[src/rtl/mem_arbiter_pkg.sv]
// rtl/mem_arbiter_pkg.sv - shared types and widths for the memory arbiter
package mem_arbiter_pkg;

  localparam int ADDR_W = 20;
  localparam int DATA_W = 8;

  typedef enum logic [2:0] {
    ARB_IDLE,
    ARB_CPU_WAIT,
    ARB_CPU_DONE,
    ARB_VID_WAIT,
    ARB_VID_DONE
  } arb_state_t;

  function automatic logic [3:0] sat_inc4(input logic [3:0] v, input logic [3:0] lim);
    return (v >= lim) ? lim : v + 4'd1;
  endfunction

endpackage

[src/rtl/mem_arbiter_if.sv]
// rtl/mem_arbiter_if.sv - core, video fetcher and memory port bundle of the arbiter
interface mem_arbiter_if;
  import mem_arbiter_pkg::*;

  logic [ADDR_W-1:0] cpu_address;
  logic [DATA_W-1:0] cpu_out;
  logic              cpu_we;
  logic [DATA_W-1:0] cpu_in;
  logic              cpu_ce;
  logic              vid_req;
  logic [ADDR_W-1:0] vid_address;
  logic              vid_ack;
  logic [DATA_W-1:0] vid_data;
  logic [ADDR_W-1:0] mem_address;
  logic [DATA_W-1:0] mem_out;
  logic              mem_we;
  logic [DATA_W-1:0] mem_in;

  modport slave (
    input  cpu_address, cpu_out, cpu_we, vid_req, vid_address, mem_in,
    output cpu_in, cpu_ce, vid_ack, vid_data, mem_address, mem_out, mem_we
  );

  modport master (
    output cpu_address, cpu_out, cpu_we, vid_req, vid_address, mem_in,
    input  cpu_in, cpu_ce, vid_ack, vid_data, mem_address, mem_out, mem_we
  );

endinterface

[src/rtl/mem_arbiter.sv]
// rtl/mem_arbiter.sv - single-port memory arbiter between the core and video scanout
module mem_arbiter
  import mem_arbiter_pkg::*;
#(
  parameter int MEM_LAT = 1,
  parameter int VID_MAX = 4
) (
  input logic          clock,
  input logic          reset_n,
  mem_arbiter_if.slave bus
);

  localparam logic [1:0] LAT_LAST  = 2'(MEM_LAT - 1);
  localparam logic [3:0] VID_MAX_C = 4'(VID_MAX);

  arb_state_t state, state_nxt;
  logic [1:0] wait_cnt;
  logic [3:0] vid_cnt;
  logic       vid_sel;
  logic       wait_last;
  logic       in_wait;

  assign vid_sel   = bus.vid_req && (vid_cnt < VID_MAX_C);
  assign wait_last = (wait_cnt == LAT_LAST);
  assign in_wait   = (state == ARB_CPU_WAIT) || (state == ARB_VID_WAIT);

  always_ff @(posedge clock or negedge reset_n) begin
    if (!reset_n) state <= ARB_IDLE;
    else          state <= state_nxt;
  end

  always_comb begin
    state_nxt = state;
    case (state)
      ARB_IDLE:     state_nxt = vid_sel ? ARB_VID_WAIT : ARB_CPU_WAIT;
      ARB_CPU_WAIT: if (wait_last) state_nxt = ARB_CPU_DONE;
      ARB_CPU_DONE: state_nxt = ARB_IDLE;
      ARB_VID_WAIT: if (wait_last) state_nxt = ARB_VID_DONE;
      ARB_VID_DONE: state_nxt = ARB_IDLE;
      default:      state_nxt = ARB_IDLE;
    endcase
  end

  // The address is already steered in IDLE so read data arrives in time to be
  // captured on the edge into DONE and presented together with cpu_ce/vid_ack.
  always_comb begin
    bus.mem_address = '0;
    bus.mem_out     = '0;
    bus.mem_we      = 1'b0;
    bus.cpu_ce      = 1'b0;
    bus.vid_ack     = 1'b0;
    case (state)
      ARB_IDLE: begin
        bus.mem_address = vid_sel ? bus.vid_address : bus.cpu_address;
        bus.mem_out     = vid_sel ? '0 : bus.cpu_out;
      end
      ARB_CPU_WAIT: begin
        bus.mem_address = bus.cpu_address;
        bus.mem_out     = bus.cpu_out;
        bus.mem_we      = bus.cpu_we && (wait_cnt == 2'd0);
      end
      ARB_CPU_DONE: begin
        bus.mem_address = bus.cpu_address;
        bus.mem_out     = bus.cpu_out;
        bus.cpu_ce      = 1'b1;
      end
      ARB_VID_WAIT: bus.mem_address = bus.vid_address;
      ARB_VID_DONE: begin
        bus.mem_address = bus.vid_address;
        bus.vid_ack     = 1'b1;
      end
      default: ;
    endcase
    if (!reset_n) begin
      bus.mem_address = '0;
      bus.mem_out     = '0;
    end
  end

  always_ff @(posedge clock or negedge reset_n) begin
    if (!reset_n) begin
      wait_cnt     <= '0;
      vid_cnt      <= '0;
      bus.cpu_in   <= '0;
      bus.vid_data <= '0;
    end else begin
      wait_cnt <= (in_wait && !wait_last) ? wait_cnt + 2'd1 : 2'd0;
      if (state == ARB_CPU_WAIT && wait_last) bus.cpu_in   <= bus.mem_in;
      if (state == ARB_VID_WAIT && wait_last) bus.vid_data <= bus.mem_in;
      if (state == ARB_CPU_DONE) vid_cnt <= '0;
      else if (state == ARB_VID_DONE) vid_cnt <= sat_inc4(vid_cnt, VID_MAX_C);
    end
  end

endmodule
[src/flat_wrapper.sv]
// flat-port wrapper written by rule: the top's interface ports become plain ports
module mem_arbiter_flat import mem_arbiter_pkg::*;
#(
  parameter int MEM_LAT = 1,
  parameter int VID_MAX = 4
)
  (clock, reset_n, bus_cpu_address, bus_cpu_out, bus_cpu_we, bus_vid_req, bus_vid_address, bus_mem_in, bus_cpu_in, bus_cpu_ce, bus_vid_ack, bus_vid_data, bus_mem_address, bus_mem_out, bus_mem_we);
  mem_arbiter_if bus_i ();
  input logic clock;
  input logic reset_n;
  input wire logic [$bits(bus_i.cpu_address)-1:0] bus_cpu_address;
  input wire logic [$bits(bus_i.cpu_out)-1:0] bus_cpu_out;
  input wire logic [$bits(bus_i.cpu_we)-1:0] bus_cpu_we;
  input wire logic [$bits(bus_i.vid_req)-1:0] bus_vid_req;
  input wire logic [$bits(bus_i.vid_address)-1:0] bus_vid_address;
  input wire logic [$bits(bus_i.mem_in)-1:0] bus_mem_in;
  output wire logic [$bits(bus_i.cpu_in)-1:0] bus_cpu_in;
  output wire logic [$bits(bus_i.cpu_ce)-1:0] bus_cpu_ce;
  output wire logic [$bits(bus_i.vid_ack)-1:0] bus_vid_ack;
  output wire logic [$bits(bus_i.vid_data)-1:0] bus_vid_data;
  output wire logic [$bits(bus_i.mem_address)-1:0] bus_mem_address;
  output wire logic [$bits(bus_i.mem_out)-1:0] bus_mem_out;
  output wire logic [$bits(bus_i.mem_we)-1:0] bus_mem_we;
  assign bus_i.cpu_address = bus_cpu_address;
  assign bus_i.cpu_out = bus_cpu_out;
  assign bus_i.cpu_we = bus_cpu_we;
  assign bus_i.vid_req = bus_vid_req;
  assign bus_i.vid_address = bus_vid_address;
  assign bus_i.mem_in = bus_mem_in;
  assign bus_cpu_in = bus_i.cpu_in;
  assign bus_cpu_ce = bus_i.cpu_ce;
  assign bus_vid_ack = bus_i.vid_ack;
  assign bus_vid_data = bus_i.vid_data;
  assign bus_mem_address = bus_i.mem_address;
  assign bus_mem_out = bus_i.mem_out;
  assign bus_mem_we = bus_i.mem_we;
  mem_arbiter #(.MEM_LAT(MEM_LAT), .VID_MAX(VID_MAX)) u_core (.clock(clock), .reset_n(reset_n), .bus(bus_i));
endmodule
[config.mk]
export PLATFORM = sky130hd
export DESIGN_NAME = mem_arbiter_flat
export DESIGN_NICKNAME = d
export VERILOG_FILES = /design/src/rtl/mem_arbiter_pkg.sv /design/src/rtl/mem_arbiter_if.sv /design/src/rtl/mem_arbiter.sv /design/src/flat_wrapper.sv
export SDC_FILE = /design/constraint.sdc
export NUM_CORES = 1
export LEC_CHECK = 0
export ABC_AREA = 1
export BUFFER_PORTS_ARGS = -buffer_cell sky130_fd_sc_hd__buf_2
export CORE_ASPECT_RATIO = 0.5
export CORE_UTILIZATION = 44
export DETAILED_ROUTE_END_ITERATION = 10
export PLACE_DENSITY = 0.77
export SLEW_MARGIN = 40
export SYNTH_ARGS = -nofsm -noshare
export SYNTH_HDL_FRONTEND = slang
export SYNTH_SLANG_ARGS = --single-unit
[constraint.sdc]
create_clock -name clock -period 1.6 [get_ports clock]
set_input_delay 0 -clock clock [delete_from_list [all_inputs] [get_ports clock]]
set_output_delay 0 -clock clock [all_outputs]
set_load 0.01 [all_outputs]
==> results of run 1 <==
synthesized netlist by cell type:
library cell	n	area share
a21oi_1	20	0.053
buf_2	10	0.027
buf_4	2	0.0080
buf_6	1	0.0060
clkbuf_1	6	0.012
dfrtp_1	25	0.33
ha_1	2	0.013
inv_1	19	0.038
inv_2	1	0.0020
nand2_1	100	0.20
nand2_2	1	0.0033
nand3_1	43	0.11
nand3b_1	1	0.0040
nand4_1	1	0.0033
nor2_1	55	0.11
nor2_2	1	0.0033
nor3_1	1	0.0027
o21ai_0	19	0.051
o21ai_1	1	0.0027
o21bai_4	1	0.010
timing repair:
action                                 in CTS  in global routing
gates resized for setup                    11                 12
setup endpoints to repair                  20                 28
hold buffers                                6                  0
setup buffers                               1                  6
endpoints found under the hold margin      35                  0
pin swaps                                   0                  2
gates cloned                                1                  1
power by group through the flow:
stage	clock [uW]	combinational (uW)	sequential, uW
floorplan	0	1710	1130
finish	356	2970	1050
global placement	0	2670	1040
global route	396	3300	1080
CTS	373	2820	1050
detailed placement	0	2740	1040
layer usage:
layer | up-vias | track usage
met5 | - | 0
met4 | 0 | 0.0554
met2 | 137 | 0.455
met1 | 1133 | 0.306
met3 | 5 | 0.0280
li1 | 1221 | -
worst paths after layout:
path,from,end,slack [ns],cells after the start
worst max register to register,u_core.state[0],u_core.vid_cnt[2],0.26,8
max in group asynchronous,reset_n,u_core.bus.vid_data[5],0.72,3
worst min register to register,u_core.wait_cnt[0],u_core.wait_cnt[0],0.43,1
worst min-delay path,bus_mem_in[2],u_core.bus.cpu_in[2],0.009,3
min in group asynchronous,reset_n,u_core.state[1],0.33,2
worst max-delay path,u_core.vid_cnt[3],bus_mem_address[12],-0.04,7
cell type report:
type,count,share of cell area
Inverter,20,0.0277
Clock inverter,1,0.00185
Sequential cell,25,0.232
Tap cell,54,0.0250
Timing Repair Buffer,132,0.288
Multi-Input combinational cell,246,0.411
Clock buffer,3,0.0152
cells by family after synthesis:
family | Yosys count
AND/OR/NAND/NOR | 203
AO/OA/AOI/OAI | 41
buffers and inverters | 39
flip-flops | 25
adder cells (fa/ha/maj) | 2
flip-flops by register name (all words and copies together) (netlist names):
signal	cells
u_core.bus.vid_data	8
u_core.vid_cnt	4
u_core.wait_cnt	2
u_core.bus.cpu_in	8
u_core.state	3
per-stage QoR:
stage / cells / TNS (ns)
after floorplan: 310 / 0
after global placement: 462 / 0
after detailed placement: 462 / 0
after CTS: 474 / 0
after global routing: 481 / -1.77
final: 481 / -0.0596
worst register-to-register path: stages, from the launching register on:
cell	delay (ns)
dfrtp_2	0.45
inv_2	0.11
nand2_4	0.08
nor2_1	0.23
inv_1	0.10
nand2_1	0.10
inv_2	0.05
nand2_1	0.05
o21ai_1	0.06
==> flow_metrics.tcl, run 1 <==
set metrics [dict create \
    remaining_drc_errors 0 \
    numCtsBuffers 3 \
    synth_warnings 0 \
    synth_fa_ha_area_frac 0.0134 \
    syn-mean-instance-area_um2 6.04 \
    rsz0062_at_grt "yes" \
    utilization 0.680 \
    gp_congestion 0.833 \
    place_area_um2 2470 \
    stdcell_area_um2 2710 \
    grt_usage 0.239 \
    hold_viol_final 0 \
    synth_area_um2 1870 \
    grt_max_degree 23 \
    path_cells "nor2_4, buf_8, nand3_1, a21oi_1, nor2_1, nor2_1, buf_2" \
    cts.sinks 25 \
    arrival_ns 1.64 \
    regArea_um2 627 \
    rows 16 \
    syn2layout_area_growth_pct 44.7 \
    final_cell_mix "106 x buf_2, 97 x nand2_1, 55 x nor2_1" \
    crit_path_max_fanout 13 \
    clk_pin_slew_worst_paths_ns 0.08 \
    via_per_inst 5.19 \
    setup_violations 2 \
    seqPwrFrac 0.240 \
    post-route-period-util 1.03 \
    nets 490 \
    switching_share 0.482 \
    cp_slowest_cell "dfrtp_1" \
    port_buffers 106 \
    overflow 0 \
    cpMostUsedCell "nor2_1" \
    status "complete, but fails checks" \
    violations "negative setup slack" \
    path_buf_inv 2 \
    grt_pass1_vias 2017 \
    cts_root_buf "clkbuf_8" \
    p_sw_uw 2110 \
    synth_top_family_by_area "simple AND/OR/NAND/NOR gates" \
    slew_violations 0 \
    n_antenna_cell 0 \
    relSlewSlack 0.568 \
    dr.pass1.iters 4 \
    vias 2496 \
    synth_simple_gate_area_share 0.443 \
    synth_nets 372 \
    final_common_cell "buf_2" \
    die_h_um 48.1 \
    synth_cell_types 20 \
    fin_skew_ns 0.00462 \
    power.leakage_uw 0.00158 \
    hold_class "in2reg" \
    cp-start-kind "flop" \
    wl_met3_um 502 \
    ant_nets 0 \
    ys_seq_area_frac 0.334 \
    routed_wl_um 5980 \
    powerDensity_nw_per_um2 1620 \
    die_area_um2 4530 \
    synth_compound_area_frac 0.117 \
    p_total_uw 4380 \
    top_layer_used "met4" \
    cts_tree "yes" \
    fin_hold_ws_ns 0.00858 \
    yosys-mux-area-fraction 0 \
    drive_gt1_frac 0.340 \
    first_iter_violations 100 \
    power_frac_clock 0.081 \
    power_frac_comb 0.679 \
    internal-power_uw 2260 \
    wl_per_cell_um 12.4 \
    wirelength_met1_um 2580 \
    cpPeakStageDelay_ns 0.43 \
    start_util 0.470 \
    period_needed_ns 1.64 \
    clockBufferDepth 2 \
    layout_setup_ws_ns -0.0448 \
    ys_ff_latch 25 \
    crit_path_end_kind "output pin" \
    syn_inst 310 \
    drv_cap 0 \
    crit_type "reg2out" \
    boundaryPins 107 \
    place_ws_ns 0.207 \
    max_freq_ghz 0.608 \
    synthXorXnorAreaFrac 0 \
    ir_drop_mv 0.895 \
    required_ns 1.60 \
    core-area_um2 3980 \
    dp_hpwl_um 4010 \
    insertion_delay_ns 0.26 \
    fillers 344 \
    antenna_found_initial 0 \
    cp_top_family "simple AND/OR/NAND/NOR gates" \
    htreeDepth 1 \
    max_slew.worst_pin.slew_ns 0.647 \
    die_width_um 94.2 \
    route.met2.wl_um 2860 \
    multi_input_area_um2 1110 \
    grt_pass1_wl_um 8600 \
]
(Power assumes the default switching activity.)
==> inputs of run 2 (changes only) <==
--- a/config.mk
+++ b/config.mk
@@ -15,3 +15,4 @@
 export SYNTH_ARGS = -nofsm -noshare
 export SYNTH_HDL_FRONTEND = slang
 export SYNTH_SLANG_ARGS = --single-unit
+export TNS_END_PERCENT = 50
==> run 2 against run 1 <==
  * The run still ends with negative setup slack left
  * Fmax hardly changed
  * Register-to-register slack hardly changed
  * Core utilization stayed put
  * Critical endpoint unchanged
  * Die area stayed put
  * Clock skew hardly changed
==> flow_metrics.tcl, run 2 (synthesized netlist as in run 1, its figures left out) <==
set metrics [dict create \
    status "complete, but fails checks" \
    violations "negative setup slack" \
    fin_skew_ns 0.00462 \
    htreeDepth 1 \
    overflow 0 \
    ant_nets 0 \
    nets 490 \
    remaining_drc_errors 0 \
    wl_per_cell_um 12.3 \
    routed_wl_um 5930 \
    utilization 0.680 \
    max_slew.worst_pin.slew_ns 0.628 \
    grt_max_degree 23 \
    rows 16 \
    core-area_um2 3980 \
    post-route-period-util 1.03 \
    drive_gt1_frac 0.340 \
    required_ns 1.60 \
    numCtsBuffers 3 \
    hold_class "in2reg" \
    die_area_um2 4530 \
    antenna_found_initial 0 \
    port_buffers 106 \
    clockBufferDepth 2 \
    grt_pass1_wl_um 8600 \
    insertion_delay_ns 0.26 \
    max_freq_ghz 0.608 \
    layout.cells.non_filler 481 \
    start_util 0.470 \
    cp-start-kind "flop" \
    syn2layout_area_growth_pct 44.7 \
    die_h_um 48.1 \
    finalSetupTns_ns -0.0596 \
    period_needed_ns 1.64 \
    dp_hpwl_um 4010 \
    cts_root_buf "clkbuf_8" \
    fillers 344 \
    power.leakage_uw 0.00158 \
    slew_violations 0 \
    stdcell_area_um2 2710 \
    powerDensity_nw_per_um2 1620 \
    cts.sinks 25 \
    reg2reg_depth 8 \
    cts_tree "yes" \
    place_inst 462 \
    crit_path_end_kind "output pin" \
    relSlewSlack 0.581 \
    setup_violations 2 \
    boundaryPins 107 \
    hold_depth 3 \
    layout_setup_ws_ns -0.0435 \
    vias 2504 \
    hold_viol_final 0 \
    drv_cap 0 \
    top_regs "u_core.bus.cpu_in (8), u_core.bus.vid_data (8), u_core.vid_cnt (4)" \
    n_antenna_cell 0 \
    grt_usage 0.239 \
    place_area_um2 2470 \
    arrival_ns 1.64 \
    clk_pin_slew_worst_paths_ns 0.08 \
    via_per_inst 5.21 \
    first_iter_violations 115 \
    ir_drop_mv 0.896 \
    grt_pass1_vias 2017 \
    die_width_um 94.2 \
    crit_type "reg2out" \
    final_common_cell "buf_2" \
    crit_path_max_fanout 13 \
    rsz0062_at_grt "yes" \
    dr.pass1.iters 6 \
    final_cell_mix "106 x buf_2, 97 x nand2_1, 55 x nor2_1" \
    fin_hold_ws_ns 0.00858 \
    gp_congestion 0.833 \
]
run 2: cell counts in the layout (fill, tap and decap cells not counted):
No cell type changed its count.
run 2: worst max-delay path, cell delays in order, from the launching register on:
cell,delay (ns)
dfrtp_1,0.43
nor2_4,0.19
buf_8,0.16
nand3_1,0.09
a21oi_1,0.19
nor2_1,0.06
nor2_1,0.11
buf_2,0.15
run 2: worst paths after layout:
path / start / end / slack, ns
min in group asynchronous: reset_n / u_core.state[1] / 0.33
worst min register to register: u_core.wait_cnt[0] / u_core.wait_cnt[0] / 0.43
worst max register to register: u_core.state[0] / u_core.vid_cnt[2] / 0.26
max in group asynchronous: reset_n / u_core.bus.vid_data[5] / 0.72
worst max-delay path: u_core.vid_cnt[3] / bus_mem_address[12] / -0.04
worst min-delay path: bus_mem_in[2] / u_core.bus.cpu_in[2] / 0.009
run 2: metrics by stage:
step,setup WS [ns],total power [uW]
5_1_grt,-0.0921,4770
3_3_place_gp,0.255,3700
3_5_place_dp,0.207,3770
4_1_cts,0.00518,4240
2_1_floorplan,0.316,2830
6_report,-0.0435,4370
run 2: metal layers:
layer,global-route usage,wire length [um]
met1,0.306,2550
met3,0.0280,509
met2,0.455,2830
met5,0,0
met4,0.0554,39
run 2: report_power, final:
part / internal [uW] / switching, uW
sequential: 890 / 159
clock: 174 / 183
combinational: 1200 / 1770
total: 2260 / 2110
run 2: area by class of cell:
type,instances,area [um^2],area share
multi-input combinational,246,1110,0.411
timing repair buffer,132,779,0.288
sequential,25,627,0.232
inverter,20,75.1,0.0277
tap,54,67.6,0.0250
clock buffer,3,41.3,0.0152
clock inverter,1,5.00,0.00185
run 2: what timing repair did:
action	CTS	global route
hold endpoints to repair	35	0
gates resized for setup	11	12
hold buffers	6	0
gates cloned	1	1
pin swaps	0	2
endpoints found under the setup margin	20	28
setup buffers	1	6
==> inputs of run 3 (changes only) <==
==> constraint.sdc (replaced) <==
create_clock -name clock -period 1.7 [get_ports clock]
set_input_delay 0 -clock clock [delete_from_list [all_inputs] [get_ports clock]]
set_output_delay 0 -clock clock [all_outputs]
set_load 0.01 [all_outputs]
==> run 3 against run 2 <==
  * The flow now finishes without violations
  * Critical path type unchanged
  * Register-to-register slack worse by 0.05 ns
  * Sequential share of layout area down 0.74 points
  * Worst hold slack better by 0.0053 ns
  * Clock skew down 0.0031 ns
  * Final cell count up 0.42%
  * Non-clock buffer count up 2
  * Via count down 2.2%
==> flow_metrics.tcl, run 3 (synthesized netlist as in run 1, its figures left out) <==
set metrics [dict create \
    crit_path_max_fanout 10 \
    gr-usage-met3 0.0280 \
    hold_class "in2reg" \
    internal-power_uw 2210 \
    path_buf_inv 3 \
    max_slew.worst_pin.slew_ns 0.635 \
    post-route-period-util 0.966 \
    grt_max_degree 22 \
    grt_pass1_vias 1959 \
    gp_congestion 0.858 \
    arrival_ns 1.64 \
    power_frac_clock 0.081 \
    dp_hpwl_um 3950 \
    via_per_inst 5.07 \
    rsz0062_at_grt "yes" \
    drv_cap 0 \
    p_sw_uw 2040 \
    use_met1 0.304 \
    clockBufferDepth 2 \
    clk_pin_slew_worst_paths_ns 0.08 \
    power.leakage_uw 0.00162 \
    setup_violations 0 \
    core-area_um2 3980 \
    path_cells "inv_1, nand2_2, nand2_4, clkbuf_16, nand3_1, nand2_1, nor2_1, nor2_1, buf_2" \
    seqPwrFrac 0.234 \
    insertion_delay_ns 0.26 \
    n_antenna_cell 0 \
    grt_pass1_wl_um 8420 \
    rows 16 \
    cts_tree "yes" \
    cp_top_family "simple AND/OR/NAND/NOR gates" \
    die_width_um 94.2 \
    crit_path_end_kind "output pin" \
    power_frac_comb 0.684 \
    crit_type "reg2out" \
    use_met2 0.436 \
    top_regs "u_core.bus.cpu_in (8), u_core.bus.vid_data (8), u_core.vid_cnt (4)" \
    wl_per_cell_um 12.6 \
    nets 492 \
    required_ns 1.70 \
    first_iter_violations 108 \
    port_buffers 106 \
    max_freq_ghz 0.609 \
    ant_nets 0 \
    slew_violations 0 \
    remaining_drc_errors 0 \
    cp-start-kind "flop" \
    busiest_layer "met2" \
    status "completed" \
    cpMostUsedCell "nor2_1" \
    die_h_um 48.1 \
    switching_share 0.481 \
    cts_root_buf "clkbuf_8" \
    numCtsBuffers 3 \
    cp_slowest_cell "dfrtp_2" \
    vias 2450 \
    fin_skew_ns 0.00148 \
    boundaryPins 107 \
    final_cell_mix "106 x buf_2, 93 x nand2_1, 55 x nor2_1" \
    cts.sinks 25 \
    period_needed_ns 1.64 \
    final_common_cell "buf_2" \
    die_area_um2 4530 \
    hold_viol_final 0 \
    relSlewSlack 0.576 \
    htreeDepth 1 \
    fin_hold_ws_ns 0.0139 \
    utilization 0.702 \
    dr.pass1.iters 5 \
    drive_gt1_frac 0.352 \
    start_util 0.470 \
    powerDensity_nw_per_um2 1520 \
    cpPeakStageDelay_ns 0.46 \
    fillers 341 \
    overflow 0 \
    antenna_found_initial 0 \
    syn2layout_area_growth_pct 49.4 \
    ir_drop_mv 0.961 \
    routed_wl_um 6090 \
    grt_usage 0.236 \
]
==> run 3: cell count changes in the layout (fill, tap and decap cells not counted) <==
cell	delta
a21oi_1	-3
clkbuf_16	+2
inv_2	-1
clkbuf_4	-1
buf_4	-2
a21oi_2	+3
nand2_2	+3
nand2_4	+1
inv_1	+1
nand2_1	-4
dlygate4sd3_1	+2
buf_8	+1
==> run 3: what timing repair did <==
action / 4_1_cts / 5_1_grt
resized for setup: 3 / 31
setup endpoints to repair: 20 / 28
gates cloned: 0 / 4
endpoints found under the hold margin: 36 / 0
hold buffers: 8 / 0
buffers inserted: 0 / 4
pin swaps: 0 / 10
==> run 3: worst paths after layout <==
| path | startpoint | endpoint | slack (ns) | cells after the start |
|---|---|---|---|---|
| setup / recovery | u_core.state[0] | bus_mem_address[1] | 0.06 | 9 |
| hold / removal | bus_mem_in[6] | u_core.bus.cpu_in[6] | 0.01 | 3 |
| setup reg to reg | u_core.state[0] | u_core.vid_cnt[0] | 0.21 | 8 |
| hold reg to reg | u_core.wait_cnt[0] | u_core.wait_cnt[0] | 0.44 | 1 |
| max in group asynchronous | reset_n | u_core.vid_cnt[0] | 1.04 | 3 |
| min in group asynchronous | reset_n | u_core.bus.cpu_in[0] | 0.13 | 2 |
==> run 3: layout make-up <==
cell class | count | area [um^2] | area share
clock inverters | 1 | 5.00 | 0.00179
well taps | 54 | 67.6 | 0.0242
flip-flops and latches | 25 | 627 | 0.224
multi-input cells | 246 | 1140 | 0.407
repair buffers | 134 | 842 | 0.301
clock buffers | 3 | 41.3 | 0.0148
inverters | 20 | 75.1 | 0.0268
==> run 3: worst reg2reg max path: stages (launching register included) <==
cell     delay (ns)
dfrtp_2        0.46
inv_1          0.12
nand2_2        0.12
nor2_1         0.26
inv_1          0.10
nand2_1        0.11
inv_2          0.06
nand2_1        0.05
o21ai_0        0.09
==> run 3: power by group through the flow <==
stage / sequential, uW / clock [uW] / combinational [uW]
after floorplan: 1060 / 0 / 1610
after global placement: 974 / 0 / 2480
after CTS: 984 / 354 / 2560
after global routing: 1020 / 377 / 3230
after detailed placement: 982 / 0 / 2530
final: 995 / 345 / 2910
==> run 3: layer usage <==
metal | vias up | share of wire | wire [um]
met2 | 121 | 0.48 | 2930
met3 | 10 | 0.083 | 504
met5 | - | 0 | 0
met1 | 1093 | 0.42 | 2580
met4 | 0 | 0.011 | 65
li1 | 1226 | - | -
==> run 3: metrics by stage <==
stage	setup WS [ns]	std cells	cell area (um^2)	TNS, ns	total power, uW
after floorplan	0.416	310	1870	0	2670
after global placement	0.304	463	2460	0	3460
after detailed placement	0.264	463	2460	0	3510
after CTS	0.00300	475	2590	0	3900
after global routing	-0.0482	483	2800	-0.348	4630
final	0.0572	483	2800	0	4250
